`config.mk`:
```
export PLATFORM = sky130hd
export DESIGN_NAME = pool_seq_ctrl_flat
export DESIGN_NICKNAME = d
export VERILOG_FILES = /design/src/rtl/pool_seq_ctrl_if.sv /design/src/rtl/pool_seq_ctrl.sv /design/src/flat_wrapper.sv
export SDC_FILE = /design/constraint.sdc
export NUM_CORES = 1
export LEC_CHECK = 0
export ABC_AREA = 1
export CAP_MARGIN = 10
export CORE_ASPECT_RATIO = 0.6
export CORE_MARGIN = 4
export CORE_UTILIZATION = 50
export CTS_BUF_LIST = sky130_fd_sc_hd__clkbuf_8
export DETAILED_ROUTE_END_ITERATION = 16
export GPL_TIMING_DRIVEN = 0
export HOLD_SLACK_MARGIN = 0.1
export PLACE_DENSITY = 0.76
export SLEW_MARGIN = 0
export SYNTH_ARGS = -nofsm -noshare
export SYNTH_HDL_FRONTEND = slang
export SYNTH_SLANG_ARGS = --single-unit
export TNS_END_PERCENT = 10
```
`constraint.sdc`:
```
create_clock -name clk -period 1.5 [get_ports clk]
set_input_delay 0.15 -clock clk [delete_from_list [all_inputs] [get_ports clk]]
set_output_delay 0.15 -clock clk [all_outputs]
set_load 0.02 [all_outputs]
```
`src/rtl/pool_seq_ctrl_if.sv`:
```
// Control bundle between a pooling-lane sequencer and its host/pooling unit.
// The slave modport is the sequencer side and the master modport is the driving side.
interface pool_seq_ctrl_if #(
  parameter int ADDR_W = 5,
  parameter int DIM_W  = 7
);
  logic              start;
  logic [DIM_W-1:0]  cfg_width;
  logic [DIM_W-1:0]  cfg_height;
  logic              cfg_avg;
  logic              in_valid;
  logic              mux_sel;
  logic              wr_tmp;
  logic              wr_line;
  logic [ADDR_W-1:0] rd_addr;
  logic [ADDR_W-1:0] wr_addr;
  logic              pool_op;
  logic              out_valid;
  logic              busy;
  logic              pool_done;
  logic              cfg_err;

  modport master (
    output start, cfg_width, cfg_height, cfg_avg, in_valid,
    input  mux_sel, wr_tmp, wr_line, rd_addr, wr_addr, pool_op,
           out_valid, busy, pool_done, cfg_err
  );

  modport slave (
    input  start, cfg_width, cfg_height, cfg_avg, in_valid,
    output mux_sel, wr_tmp, wr_line, rd_addr, wr_addr, pool_op,
           out_valid, busy, pool_done, cfg_err
  );
endinterface

```
`src/rtl/pool_seq_ctrl.sv`:
```
// Raster-order sequencer for one 2x2/stride-2 pooling lane group.
// Define POOL_AVG_EN to let cfg_avg select average pooling; otherwise pool_op is tied to max.
module pool_seq_ctrl #(
  parameter int ADDR_W = 5,
  parameter int DIM_W  = 7
) (
  input  logic           clk,
  input  logic           nrst,
  pool_seq_ctrl_if.slave bus
);

  typedef enum logic [1:0] {IDLE, RUN, DRAIN} state_e;

  localparam int MAX_W = 1 << (ADDR_W + 1);

  state_e            state_q, state_d;
  logic [DIM_W-1:0]  width_q, width_d;
  logic [DIM_W-1:0]  height_q, height_d;
  logic [DIM_W-1:0]  col_q, col_d;
  logic [DIM_W-1:0]  row_q, row_d;
  logic              s2_pend_q, s2_pend_d;
  logic [ADDR_W-1:0] s2_addr_q, s2_addr_d;

  logic              mux_sel_q, mux_sel_d;
  logic              wr_tmp_q, wr_tmp_d;
  logic              wr_line_q, wr_line_d;
  logic [ADDR_W-1:0] rd_addr_q, rd_addr_d;
  logic [ADDR_W-1:0] wr_addr_q, wr_addr_d;
  logic              pool_op_q, pool_op_d;
  logic              out_valid_q, out_valid_d;
  logic              busy_q, busy_d;
  logic              pool_done_q, pool_done_d;
  logic              cfg_err_q, cfg_err_d;

  logic              cfg_legal;
  logic              pix;
  logic              last_col;
  logic              last_row;
  logic [ADDR_W-1:0] half_col;

  assign cfg_legal = !bus.cfg_width[0] && !bus.cfg_height[0]
                  && (bus.cfg_width  >= DIM_W'(2))
                  && (bus.cfg_height >= DIM_W'(2))
                  && (int'(bus.cfg_width) <= MAX_W);
  assign pix      = (state_q == RUN) && bus.in_valid;
  assign last_col = (col_q == width_q  - DIM_W'(1));
  assign last_row = (row_q == height_q - DIM_W'(1));
  // Legal widths keep col>>1 inside the line buffer, so the top col bits are never needed here.
  assign half_col = col_q[ADDR_W:1];

`ifdef POOL_AVG_EN
  logic avg_q, avg_d;
`endif

  // NOTE: every signal assigned here gets a default first so no path leaves it
  // unassigned; a missing default would infer a latch.
  always_comb begin
    state_d     = state_q;
    width_d     = width_q;
    height_d    = height_q;
    col_d       = col_q;
    row_d       = row_q;
    s2_pend_d   = 1'b0;
    s2_addr_d   = '0;
    mux_sel_d   = 1'b0;
    wr_tmp_d    = 1'b0;
    wr_line_d   = 1'b0;
    rd_addr_d   = '0;
    wr_addr_d   = '0;
    out_valid_d = 1'b0;
    cfg_err_d   = 1'b0;

    case (state_q)
      IDLE: begin
        if (bus.start) begin
          if (cfg_legal) begin
            state_d  = RUN;
            width_d  = bus.cfg_width;
            height_d = bus.cfg_height;
            col_d    = '0;
            row_d    = '0;
          end else begin
            cfg_err_d = 1'b1;
          end
        end
      end
      RUN: begin
        if (bus.in_valid) begin
          if (last_col) begin
            col_d = '0;
            row_d = row_q + DIM_W'(1);
            if (last_row) state_d = DRAIN;
          end else begin
            col_d = col_q + DIM_W'(1);
          end
        end
      end
      DRAIN:   state_d = IDLE;
      default: state_d = IDLE;
    endcase

    // Stage 1: even columns park in temp, odd columns combine with it.
    if (pix) begin
      if (!col_q[0]) begin
        wr_tmp_d = 1'b1;
      end else begin
        mux_sel_d = 1'b1;
        if (!row_q[0]) begin
          wr_line_d = 1'b1;
          wr_addr_d = half_col;
        end else begin
          s2_pend_d = 1'b1;
          s2_addr_d = half_col;
        end
      end
    end

    // Stage 2 overlaps the next even pixel's temp write, so mux_sel stays 0 for it.
    if (s2_pend_q) begin
      out_valid_d = 1'b1;
      rd_addr_d   = s2_addr_q;
    end

    pool_done_d = (state_q == DRAIN);
    busy_d      = (state_d != IDLE) || pool_done_d;

`ifdef POOL_AVG_EN
    avg_d     = (state_q == IDLE && bus.start && cfg_legal) ? bus.cfg_avg : avg_q;
    pool_op_d = busy_d && avg_d;
`else
    pool_op_d = 1'b0;
`endif
  end

  // NOTE: state registers use non-blocking assignments so every flop samples
  // the pre-edge values regardless of statement order.
  always_ff @(posedge clk or negedge nrst) begin
    if (!nrst) begin
      state_q     <= IDLE;
      width_q     <= '0;
      height_q    <= '0;
      col_q       <= '0;
      row_q       <= '0;
      s2_pend_q   <= 1'b0;
      s2_addr_q   <= '0;
      mux_sel_q   <= 1'b0;
      wr_tmp_q    <= 1'b0;
      wr_line_q   <= 1'b0;
      rd_addr_q   <= '0;
      wr_addr_q   <= '0;
      pool_op_q   <= 1'b0;
      out_valid_q <= 1'b0;
      busy_q      <= 1'b0;
      pool_done_q <= 1'b0;
      cfg_err_q   <= 1'b0;
    end else begin
      state_q     <= state_d;
      width_q     <= width_d;
      height_q    <= height_d;
      col_q       <= col_d;
      row_q       <= row_d;
      s2_pend_q   <= s2_pend_d;
      s2_addr_q   <= s2_addr_d;
      mux_sel_q   <= mux_sel_d;
      wr_tmp_q    <= wr_tmp_d;
      wr_line_q   <= wr_line_d;
      rd_addr_q   <= rd_addr_d;
      wr_addr_q   <= wr_addr_d;
      pool_op_q   <= pool_op_d;
      out_valid_q <= out_valid_d;
      busy_q      <= busy_d;
      pool_done_q <= pool_done_d;
      cfg_err_q   <= cfg_err_d;
    end
  end

`ifdef POOL_AVG_EN
  always_ff @(posedge clk or negedge nrst) begin
    if (!nrst) avg_q <= 1'b0;
    else       avg_q <= avg_d;
  end
`endif

  assign bus.mux_sel   = mux_sel_q;
  assign bus.wr_tmp    = wr_tmp_q;
  assign bus.wr_line   = wr_line_q;
  assign bus.rd_addr   = rd_addr_q;
  assign bus.wr_addr   = wr_addr_q;
  assign bus.pool_op   = pool_op_q;
  assign bus.out_valid = out_valid_q;
  assign bus.busy      = busy_q;
  assign bus.pool_done = pool_done_q;
  assign bus.cfg_err   = cfg_err_q;

endmodule

```
`src/flat_wrapper.sv`:
```
// flat-port wrapper written by rule: the top's interface ports become plain ports
module pool_seq_ctrl_flat 
#(
  parameter int ADDR_W = 5,
  parameter int DIM_W  = 7
)
  (clk, nrst, bus_start, bus_cfg_width, bus_cfg_height, bus_cfg_avg, bus_in_valid, bus_mux_sel, bus_wr_tmp, bus_wr_line, bus_rd_addr, bus_wr_addr, bus_pool_op, bus_out_valid, bus_busy, bus_pool_done, bus_cfg_err);
  pool_seq_ctrl_if #(.ADDR_W(ADDR_W), .DIM_W(DIM_W)) bus_i ();
  input  logic clk;
  input  logic nrst;
  input wire logic [$bits(bus_i.start)-1:0] bus_start;
  input wire logic [$bits(bus_i.cfg_width)-1:0] bus_cfg_width;
  input wire logic [$bits(bus_i.cfg_height)-1:0] bus_cfg_height;
  input wire logic [$bits(bus_i.cfg_avg)-1:0] bus_cfg_avg;
  input wire logic [$bits(bus_i.in_valid)-1:0] bus_in_valid;
  output wire logic [$bits(bus_i.mux_sel)-1:0] bus_mux_sel;
  output wire logic [$bits(bus_i.wr_tmp)-1:0] bus_wr_tmp;
  output wire logic [$bits(bus_i.wr_line)-1:0] bus_wr_line;
  output wire logic [$bits(bus_i.rd_addr)-1:0] bus_rd_addr;
  output wire logic [$bits(bus_i.wr_addr)-1:0] bus_wr_addr;
  output wire logic [$bits(bus_i.pool_op)-1:0] bus_pool_op;
  output wire logic [$bits(bus_i.out_valid)-1:0] bus_out_valid;
  output wire logic [$bits(bus_i.busy)-1:0] bus_busy;
  output wire logic [$bits(bus_i.pool_done)-1:0] bus_pool_done;
  output wire logic [$bits(bus_i.cfg_err)-1:0] bus_cfg_err;
  assign bus_i.start = bus_start;
  assign bus_i.cfg_width = bus_cfg_width;
  assign bus_i.cfg_height = bus_cfg_height;
  assign bus_i.cfg_avg = bus_cfg_avg;
  assign bus_i.in_valid = bus_in_valid;
  assign bus_mux_sel = bus_i.mux_sel;
  assign bus_wr_tmp = bus_i.wr_tmp;
  assign bus_wr_line = bus_i.wr_line;
  assign bus_rd_addr = bus_i.rd_addr;
  assign bus_wr_addr = bus_i.wr_addr;
  assign bus_pool_op = bus_i.pool_op;
  assign bus_out_valid = bus_i.out_valid;
  assign bus_busy = bus_i.busy;
  assign bus_pool_done = bus_i.pool_done;
  assign bus_cfg_err = bus_i.cfg_err;
  pool_seq_ctrl #(.ADDR_W(ADDR_W), .DIM_W(DIM_W)) u_core (.clk(clk), .nrst(nrst), .bus(bus_i));
endmodule
```
======== Word level (Yosys, flattened, before mapping) ========
Cells that the tools add are included.
storage, ports and cells
  register bits after elaboration ......... 53
  bits of input ports ..................... 19
  output and inout bits ................... 18
  word-level logic and storage cells ...... 80
cells by class
  add/sub/neg operators ................... 4
  $lt $le $gt $ge ......................... 3
  equality and inequality tests ........... 8
  multiplexer cells ....................... 35
  reductions and logical operators ........ 14
operators with widths
  cell                   count
  $mux W7                6
  $mux W5                7
  $pmux W7 S2            2
  $add A7 B1 Y7 const B  2
  $eq A7 B7 Y1           2
  $ge A7 B2 Y1 const B   2
  $mux W1                14
  $sub A7 B1 Y7 const B  2
  $mux W2                5
  $le A7 B7 Y1 const B   1
  $logic_and A1 B1 Y1    5
  $reduce_and A5 Y1      1
  $ne A2 B1 Y1 const B   2
  $ne A2 B2 Y1 const B   2
  $pmux W2 S2            1
  $reduce_and A4 Y1      1
  $reduce_bool A2 Y1     2
  $reduce_and A3 Y1      1
  $eq A2 B1 Y1 const B   1
  $eq A2 B2 Y1 const B   1
  $logic_not A1 Y1       2
  $logic_not A2 Y1       1
  $logic_or A1 B1 Y1     1

======== Longest topological paths before layout ========
Gate-level depths: netlist (run 1).
  depth in word-level cells ............... 10
  depth in mapped cells ................... 14
  gate-level depth less buffers ........... 14

======== Least setup slack after synthesis (run 1) ========
No wires, ideal clock.
  kind .................................... register -> register
  start ................................... register u_core.width_q[0]
  end ..................................... register u_core.col_q[5]
  setup time .............................. 0.114 ns
  arrival ................................. 1.532 ns
  required time ........................... 1.386 ns
  setup slack ............................. -0.146 ns
  stages on the path, launching flop included .. 15
  path buffers ............................ 0
  clock period less this slack ............ 1.646 ns
  path through ............................ dfrtp_1 > inv_2 > ha_1 > nand2_1 > inv_1 > nor2_1 > nand2_1 > nor2_1 > nand2_1 > nor2_2 > nand2_2 > nand2_8 > nand2_8 > inv_4 > nor2_2
between the ends
  cells in the longest elaborated chain, start to end .. 5
ends and longest elaborated chain
  element                 RTL line              RTL
  start, declared         pool_seq_ctrl.sv:17   logic [DIM_W-1:0] width_q, width_d;
  start signal, assigned  pool_seq_ctrl.sv:158  width_q <= width_d;
  $sub A7 B1 Y7           pool_seq_ctrl.sv:46   assign last_col = (col_q == width_q - DIM_W'(1));
  $eq A7 B7 Y1            pool_seq_ctrl.sv:46
  $mux W7                 pool_seq_ctrl.sv:89   if (last_col) begin
  $mux W7                 pool_seq_ctrl.sv:88   if (bus.in_valid) begin
  $pmux W7 S2             pool_seq_ctrl.sv:73   case (state_q)
  end signal, assigned    pool_seq_ctrl.sv:160  col_q <= col_d;
  end, declared           pool_seq_ctrl.sv:19   logic [DIM_W-1:0] col_q, col_d;
Every way passes these cells. The select of a mux whose other input is x is not followed.
A chain may end at the register's enable or synchronous reset.

======== Worst setup path in the final report (run 1) ========
  start ................................... register u_core.width_q[1]
  end ..................................... register u_core.col_q[3]
The elaborated chain is that of the path after synthesis.

==> run summary, run 1 <==
The count of TritonRoute iterations in the first routing pass is 4. The worst hold slack across all endpoints came out at 0.3152 ns. Of the total synthesized cell area, the portion taken by full adders, half adders and majority gates is 0.01770. Counting the buffers created by CTS gives 5.

The wire length of the first global-routing pass came out at 10.34 mm. The cell count after placement came out at 474. The type of the tightest min-delay check is input port to async pin.

For met1 alone, demand over resource in global routing was 0.2715. The final reports fail on setup timing. Synthesis inferred 53 register bits. Of the cells placed in the final design, the portion with a size suffix greater than 1 is 0.1694.

The average instance area after synthesis is 7.581 sq um. For the final database, setup skew stands at 0.01403 ns. The vertical extent of the die is 66.25 um. The reg-to-reg startpoint is u_core.width_q[1]$_DFFE_PN0P_. The first routing iteration left 113 violations. The post-synthesis cell area is 2828 sq um. The final cell utilization of the core is 0.6707.

Input and output buffers added on the ports amount to 34. The number of cells produced by synthesis came out at 373. The library cell used most frequently in the layout, excluding fill and tap cells, is sky130_fd_sc_hd__nand2_1. The net total in the final layout came out at 447. Clock tree synthesis selected as its root buffer the cell sky130_fd_sc_hd__clkbuf_8. Setup repair after global routing could not meet its margin everywhere. The die outline area is 6962 sq um. The number of cells in the finished layout apart from fillers came out at 491.

The number of vias in the routed layout came out at 2406. The insertion delay of the later-clocked pin in the worst-skew pair came out at 0.32 ns. The number of failing hold endpoints at the final stage is 0. The required time reported for the critical path endpoint came out at 1.71 ns. Derived from the worst setup path, the maximum achievable clock frequency is 0.5600 GHz. The static leakage came out at 1.828 nW. The largest fanout of any net on the critical path is 8. After global routing, the most crowded layer is met2. Dividing the final minimum period by the clock period gives 1.191. The clock tree synthesis step divided the H-tree into 2 levels.

The number of sinks handled by clock tree synthesis is 53. The worst supply voltage drop on vdd came out at 563.7 uV. The setup violation total in the final timing report is 16. The count of unique library cells instantiated by Yosys came out at 28. The critical path data arrival time came out at 2.00 ns. The post-synthesis net count is 396. The initial antenna violation count came out at 0. After global routing the overflow that remains totals 0. The via count of the first global-routing pass is 2210. By startpoint and endpoint, the worst setup path is classified as register to register. The effective utilization at floorplan came out at 0.5381. Once routing completed, OpenROAD measured the worst setup slack at -0.2858 ns. The flow ran to the end, but the final reports show violations.

The total global-route track usage came out at 0.1911. In this run the standard cell core region covers 5255 sq um. The summed negative setup slack over all endpoints came out at -3.923 ns. The DRC violations left is 0. The met3 track demand over resource is 0.03415. The die width came out at 105.1 um. STA classifies the critical path startpoint as a register. The total wire length is 6.115 mm.

The mean number of vias per cell is 4.900. Detailed placement finished with a half-perimeter wire length of 4.503 mm. Of the total synthesized cell area, the portion taken by XOR and XNOR cells is 0.03097. The final routed wire length divided by cell count came out at 12.45 um. The setup slack of the worst register-to-register path came out at -0.29 ns. The final antenna-violating net count is 0. The proportion of synthesized area in mux cells is 0. The number of primary I/O pins is 37. The clock slew seen by the registers of the worst setup and hold paths came out at 0.11 ns. Entering global routing, the biggest net connects 33 pins. The sequential fraction of the synthesis area is 0.4690. The total power density per cell area came out at 1071 nW/um^2. The kind of end point of the critical path is a register.

The minimum clock period after layout came out at 1.786 ns. In this run the core area contains 20 standard-cell rows. The post-place instance area is 3281 sq um. Routability-driven placement finished with a final weighted congestion of 0.8716. The summed area of non-filler cells in the final layout came out at 3525 sq um. Compared with the post-synthesis result, the final layout area differs by 24.65%. The depth of the worst register-to-register path came out at 14.

The setup slack at placement came out at -0.3241 ns. The main combinational cell family by area after synthesis is simple AND/OR/NAND/NOR gates. In the layout the commonest cells are 106 x sky130_fd_sc_hd__nand2_1, 52 x sky130_fd_sc_hd__dfrtp_1, 46 x sky130_fd_sc_hd__inv_1, 38 x sky130_fd_sc_hd__nor2_1, 38 x sky130_fd_sc_hd__nand3_1.

The count of antenna diodes in the layout came out at 0. Counting along the longest clock path gives a buffer depth of 2. Of the total synthesized cell area, the portion taken by AND, OR, NAND and NOR gates is 0.3637.

The endpoint identified for the worst register-to-register timing path is u_core.col_q[3]$_DFFE_PN0P_. The count of synthesis-stage warnings from yosys is 0. The met2 capacity usage during global routing came out at 0.2955.

The number of pins with negative max-slew slack in the final report was 0. The compound-gate portion of the synthesized area is 0.02920. The max-capacitance violation count is 0.

Fill cells in the final layout number 473. TritonCTS built the clock tree. Overall power consumption after layout is estimated at 3.773 mW.
-- critical path: stages (launching register included) --
cell	delay [ns]
sky130_fd_sc_hd__dfrtp_1	0.40
sky130_fd_sc_hd__inv_2	0.08
sky130_fd_sc_hd__ha_4	0.21
sky130_fd_sc_hd__nand2_2	0.06
sky130_fd_sc_hd__inv_2	0.03
sky130_fd_sc_hd__nor2_2	0.09
sky130_fd_sc_hd__nand2_1	0.07
sky130_fd_sc_hd__nor2_1	0.11
sky130_fd_sc_hd__nand2_1	0.07
sky130_fd_sc_hd__nor2_2	0.11
sky130_fd_sc_hd__nand2_2	0.09
sky130_fd_sc_hd__nand2_8	0.11
sky130_fd_sc_hd__nand2_8	0.11
sky130_fd_sc_hd__inv_8	0.09
sky130_fd_sc_hd__nor2_2	0.03
-- cells by family after synthesis --
group	after synthesis
AO/OA/AOI/OAI	15
XOR/XNOR	10
adder cells (fa/ha/maj)	4
buffers and inverters	59
flip-flops	53
other	1
AND/OR/NAND/NOR	231
-- worst max path at each step --
| stage | from | end | slack [ns] | depth (start not counted) |
|---|---|---|---|---|
| 2_1_floorplan | u_core.width_q[0]$_DFFE_PN0P_ | u_core.col_q[5]$_DFFE_PN0P_ | -0.13 | 14 |
| 3_3_place_gp | nrst | u_core.height_q[5]$_DFFE_PN0P_ | -1.26 | 1 |
| 3_5_place_dp | u_core.width_q[0]$_DFFE_PN0P_ | u_core.col_q[3]$_DFFE_PN0P_ | -0.32 | 14 |
| 4_1_cts | u_core.width_q[0]$_DFFE_PN0P_ | u_core.col_q[3]$_DFFE_PN0P_ | -0.26 | 14 |
| 5_1_grt | u_core.width_q[1]$_DFFE_PN0P_ | u_core.row_q[5]$_DFFE_PN0P_ | -0.38 | 14 |
| 6_report | u_core.width_q[1]$_DFFE_PN0P_ | u_core.col_q[3]$_DFFE_PN0P_ | -0.29 | 14 |
-- final cells by class --
class | instances | area, sq um | share of cell area
multi-input combinational | 261 | 1338 | 0.3795
tap | 66 | 82.58 | 0.02343
clock inverter | 3 | 26.28 | 0.007455
clock buffer | 5 | 68.82 | 0.01952
inverter | 54 | 215.2 | 0.06106
timing repair buffer | 44 | 425.4 | 0.1207
sequential | 53 | 1328 | 0.3766
buffer | 5 | 41.29 | 0.01171
-- power by group --
| group | internal [mW] | total (mW) | leakage [nW] | switching, mW |
|---|---|---|---|---|
| Clock | 0.340 | 0.866 | 0.0423 | 0.526 |
| Combinational | 0.447 | 1.10 | 1.13 | 0.654 |
| Sequential | 1.60 | 1.81 | 0.659 | 0.208 |
-- cells in the mapped netlist --
cell                       count  area [sq um]
sky130_fd_sc_hd__nand3_2       1         10.01
sky130_fd_sc_hd__xnor2_1       2         17.52
sky130_fd_sc_hd__ha_1          4         50.05
sky130_fd_sc_hd__conb_1        1         3.750
sky130_fd_sc_hd__buf_2         1         5.000
sky130_fd_sc_hd__o21ai_2       2         17.52
sky130_fd_sc_hd__inv_4         1         6.260
sky130_fd_sc_hd__nand2_8       2         40.04
sky130_fd_sc_hd__o21ai_0      10         50.05
sky130_fd_sc_hd__nor2_4        1         11.26
sky130_fd_sc_hd__nor3_1        6         30.03
sky130_fd_sc_hd__buf_6         1         11.26
sky130_fd_sc_hd__nor2_1       43         161.4
sky130_fd_sc_hd__clkinv_4      1         8.760
sky130_fd_sc_hd__dfrtp_1      53          1326
sky130_fd_sc_hd__nand2_1     116         435.4
sky130_fd_sc_hd__inv_1        49         183.9
sky130_fd_sc_hd__or2_2         2         12.51
sky130_fd_sc_hd__or2_0         1         6.260
sky130_fd_sc_hd__xor2_1        8         70.07
sky130_fd_sc_hd__nand2_2       6         37.54
sky130_fd_sc_hd__nand4_1       6         37.54
sky130_fd_sc_hd__a21oi_1       1         5.000
sky130_fd_sc_hd__nor2_2        9         56.30
sky130_fd_sc_hd__nand3_1      38         190.2
sky130_fd_sc_hd__inv_2         3         11.26
sky130_fd_sc_hd__buf_4         3         22.52
sky130_fd_sc_hd__o21ai_1       2         10.01
-- what timing repair did --
action | 4_1_cts | 5_1_grt
pin swaps | 1 | 9
endpoints found under the hold margin | 21 | 0
buffers inserted | 2 | 6
setup endpoints to repair | 28 | 28
resized for setup | 7 | 20
hold buffers | 1 | 0
-- sequential cells by signal, summed over array words and instances, names as in the netlist --
register and flops:
u_core.bus.busy 1, u_core.bus.cfg_err 1, u_core.bus.mux_sel 1, u_core.bus.out_valid 1
u_core.bus.pool_done 1, u_core.bus.rd_addr 5, u_core.bus.wr_addr 5, u_core.bus.wr_line 1
u_core.bus.wr_tmp 1, u_core.col_q 7, u_core.height_q 7, u_core.row_q 7
u_core.s2_addr_q 5, u_core.s2_pend_q 1, u_core.state_q 2, u_core.width_q 7
-- per-layer routing --
| layer | part of all wire | vias up |
|---|---|---|
| li1 | - | 1248 |
| met1 | 0.51 | 1074 |
| met2 | 0.41 | 76 |
| met3 | 0.060 | 8 |
| met4 | 0.014 | 0 |
| met5 | 0 | - |
(Power assumes the default switching activity.)
==> run 2, diff against run 1 <==
Settings changed: CORE_ASPECT_RATIO 0.6 to 2, GPL_TIMING_DRIVEN 0 to not set.
==> run 2 against run 1 <==
Net effect: the run still ends with setup timing left; final area grew 6.4%; sequential power is essentially flat; wire length grew 13%; critical path type unchanged; highest routed layer unchanged.
==> run summary, run 2 (synthesis gave the netlist of run 1 again) <==
The flow ran to the end, but the final reports show violations. The checks that failed: setup timing. The switching component of the power came out at 1.402 mW. The share of total power dissipated in sequential elements is 0.464. The weighted congestion reported at the end of routability-driven placement is 0.8754.

The wire length of the first global-routing pass came out at 11.21 mm. The via count of the first global-routing pass is 2613. The DRC violations left is 0. Walking the worst path, the cells encountered are inv_2, ha_4, nand2_2, inv_2, nor2_1, nand2_1, nor2_1, nand2_1, nor2_2, nand2_4, nand2_8, nand2_8, inv_6, nor2_2. The area growth from synthesis to layout came out at 32.61%. The floorplan has 38 rows. The worst path in the final design needs a cycle of 1.719 ns, including I/O delays and setup. The effective utilization at floorplan came out at 0.5172. The die width is 61.18 um. The number of buffers created by CTS came out at 5. The level count of the clock H-tree is 2. After layout, the worst setup slack is -0.2192 ns. The internal portion of the total power is 2.496 mW.

The core area is 5468 sq um. The die covers 6995 sq um. Grouping stages by cell kind, the critical path spends the most delay in simple AND/OR/NAND/NOR gates. The total power consumption of the routed design came out at 3.899 mW. In this run the clock root is driven by a sky130_fd_sc_hd__clkbuf_8. Leaving out fill and tap cells, the most frequent cell in the layout is sky130_fd_sc_hd__nand2_1. The count of TritonRoute iterations in the first routing pass came out at 4. The worst supply voltage drop on vdd came out at 1053 uV. At the end of the flow the core is filled with cells to 0.6858. In the layout the commonest cells are 112 x sky130_fd_sc_hd__nand2_1, 52 x sky130_fd_sc_hd__dfrtp_1, 45 x sky130_fd_sc_hd__inv_1, 40 x sky130_fd_sc_hd__nor2_1, 40 x sky130_fd_sc_hd__buf_4.

The largest fanout of any net on the critical path is 8. The initial antenna violation count came out at 0. Across the run, the number of max-cap violations was 0. Entering global routing, the biggest net connects 37 pins. The number of failing hold endpoints at the final stage is 0.

The summed area of non-filler cells in the final layout is 3750 sq um. The DRC violation total after the first TritonRoute iteration came out at 68. The longest individual stage delay on the worst path came out at 0.40 ns. The post-place instance area is 3560 sq um.

The half-perimeter wire length of the detailed placement result came out at 5.541 mm. The number of primary I/O pins is 37. STA classifies the critical path endpoint as a register. The worst setup path is of the register to register kind. The count of input and output buffers is 34.

The total global-route track usage is 0.2187. In this run the remaining antenna-violating nets after routing total 0. The vertical extent of the die came out at 114.4 um. The startpoint type of the worst setup path is a register. In this run the worst hold path is classified as input port to async pin.

The insertion delay of the later-clocked pin in the worst-skew pair came out at 0.32 ns. The worst clock skew is 0.01408 ns. The critical path data arrival time came out at 1.93 ns. The maximum count of clock buffers along a single path came out at 2. Dividing total power by cell area gives a power density of 1040 nW/um^2.

After clock tree synthesis, the clock-pin slew on the worst setup and hold paths is 0.10 ns. Setup violations remaining at the end of the flow were counted as 15. The count of antenna diodes in the layout is 0. The total wire length came out at 6.939 mm. Setup repair after global routing could not meet its margin everywhere.

The logic gate share of total power is 0.331. Of the available clock period, the critical path in the final layout requires 1.146. The number of vias in the routed layout is 2579. The switching power share of the total came out at 0.3597. The critical path contains buffers and inverters numbering 3 combined. The sum of overflow across all layers after global routing is 0.

The fmax is 0.5817 GHz. TritonCTS built the clock tree. The mean number of vias per cell came out at 5.008. The final routed wire length divided by cell count is 13.47 um. The net total in the final layout is 477. Of the cells placed in the final design, the portion with a size suffix greater than 1 is 0.2154. The number of sinks handled by clock tree synthesis came out at 53. The clock share of power came out at 0.205.

Among all stages on the critical path, the largest delay is contributed by sky130_fd_sc_hd__dfrtp_1. Data on the critical path is required at its endpoint by 1.71 ns. The number of pins with negative max-slew slack in the final report is 0. The static leakage came out at 1.991 nW.
[run 2: cell count changes in the layout (fill, tap and decap cells not counted), sizes merged]
cell	delta
clkdlybuf4s50	-1
nand2	+1
buf	+30
dlymetal6s2s	+1
clkinv	+2
clkbuf	-1
clkinvlp	-1
inv	-1
[run 2: through the flow]
step                hold WS [ns]  std cells  setup TNS (ns)  worst slack [ns]
floorplan                -0.1456        373          -1.620           -0.1287
global placement          0.1284        503          -4.656           -0.1970
detailed placement        0.1233        503          -5.897           -0.2537
CTS                       0.3201        512          -2.448           -0.1978
global route              0.3401        515          -4.352           -0.3226
finish                    0.3095        515          -2.635           -0.2192
[run 2: path summary, 6_finish.rpt]
kind,from,slack [ns],end,cells past startpoint
max,u_core.width_q[0]$_DFFE_PN0P_,-0.22,u_core.col_q[3]$_DFFE_PN0P_,14
min,nrst,0.31,u_core.height_q[4]$_DFFE_PN0P_,2
max reg2reg,u_core.width_q[0]$_DFFE_PN0P_,-0.22,u_core.col_q[3]$_DFFE_PN0P_,14
min reg2reg,u_core.s2_addr_q[4]$_DFF_PN0_,0.45,u_core.bus.rd_addr[4]$_DFF_PN0_,2
max in group asynchronous,nrst,0.66,u_core.bus.mux_sel$_DFF_PN0_,3
min in group clk,bus_cfg_height[6],0.40,u_core.height_q[6]$_DFFE_PN0P_,3
[run 2: final cells by class]
| cell class | count | area, sq um |
|---|---|---|
| clock buffers | 5 | 68.82 |
| clock inverters | 3 | 17.52 |
| fillers | 447 | 1718 |
| inverters | 54 | 212.7 |
| multi-input cells | 262 | 1340 |
| flip-flops and latches | 53 | 1328 |
| well taps | 60 | 75.07 |
| repair buffers | 78 | 708.2 |
[run 2: timing repair]
action                                  4_1_cts  5_1_grt
resized for setup                             7       14
endpoints found under the hold margin        17        0
endpoints found under the setup margin       16       21
hold buffers                                  1        0
pin swaps                                     2        2
cloned                                        0        1
setup buffers                                 0        2
[run 2: layer usage]
layer / global-route usage / share of wire / vias up
li1: - / - / 1313
met1: 0.1905 / 0.32 / 1176
met2: 0.4109 / 0.58 / 63
met3: 0.03612 / 0.032 / 27
met4: 0.1534 / 0.064 / 0
met5: 0 / 0 / -
[run 2: power groups by stage]
| stage | combinational (mW) | sequential, mW | clock (mW) |
|---|---|---|---|
| after floorplan | 0.664 | 1.81 | 0 |
| after global placement | 1.20 | 1.82 | 0 |
| after detailed placement | 1.22 | 1.83 | 0 |
| after CTS | 1.24 | 1.80 | 0.815 |
| after global routing | 1.43 | 1.83 | 0.860 |
| final | 1.29 | 1.81 | 0.799 |
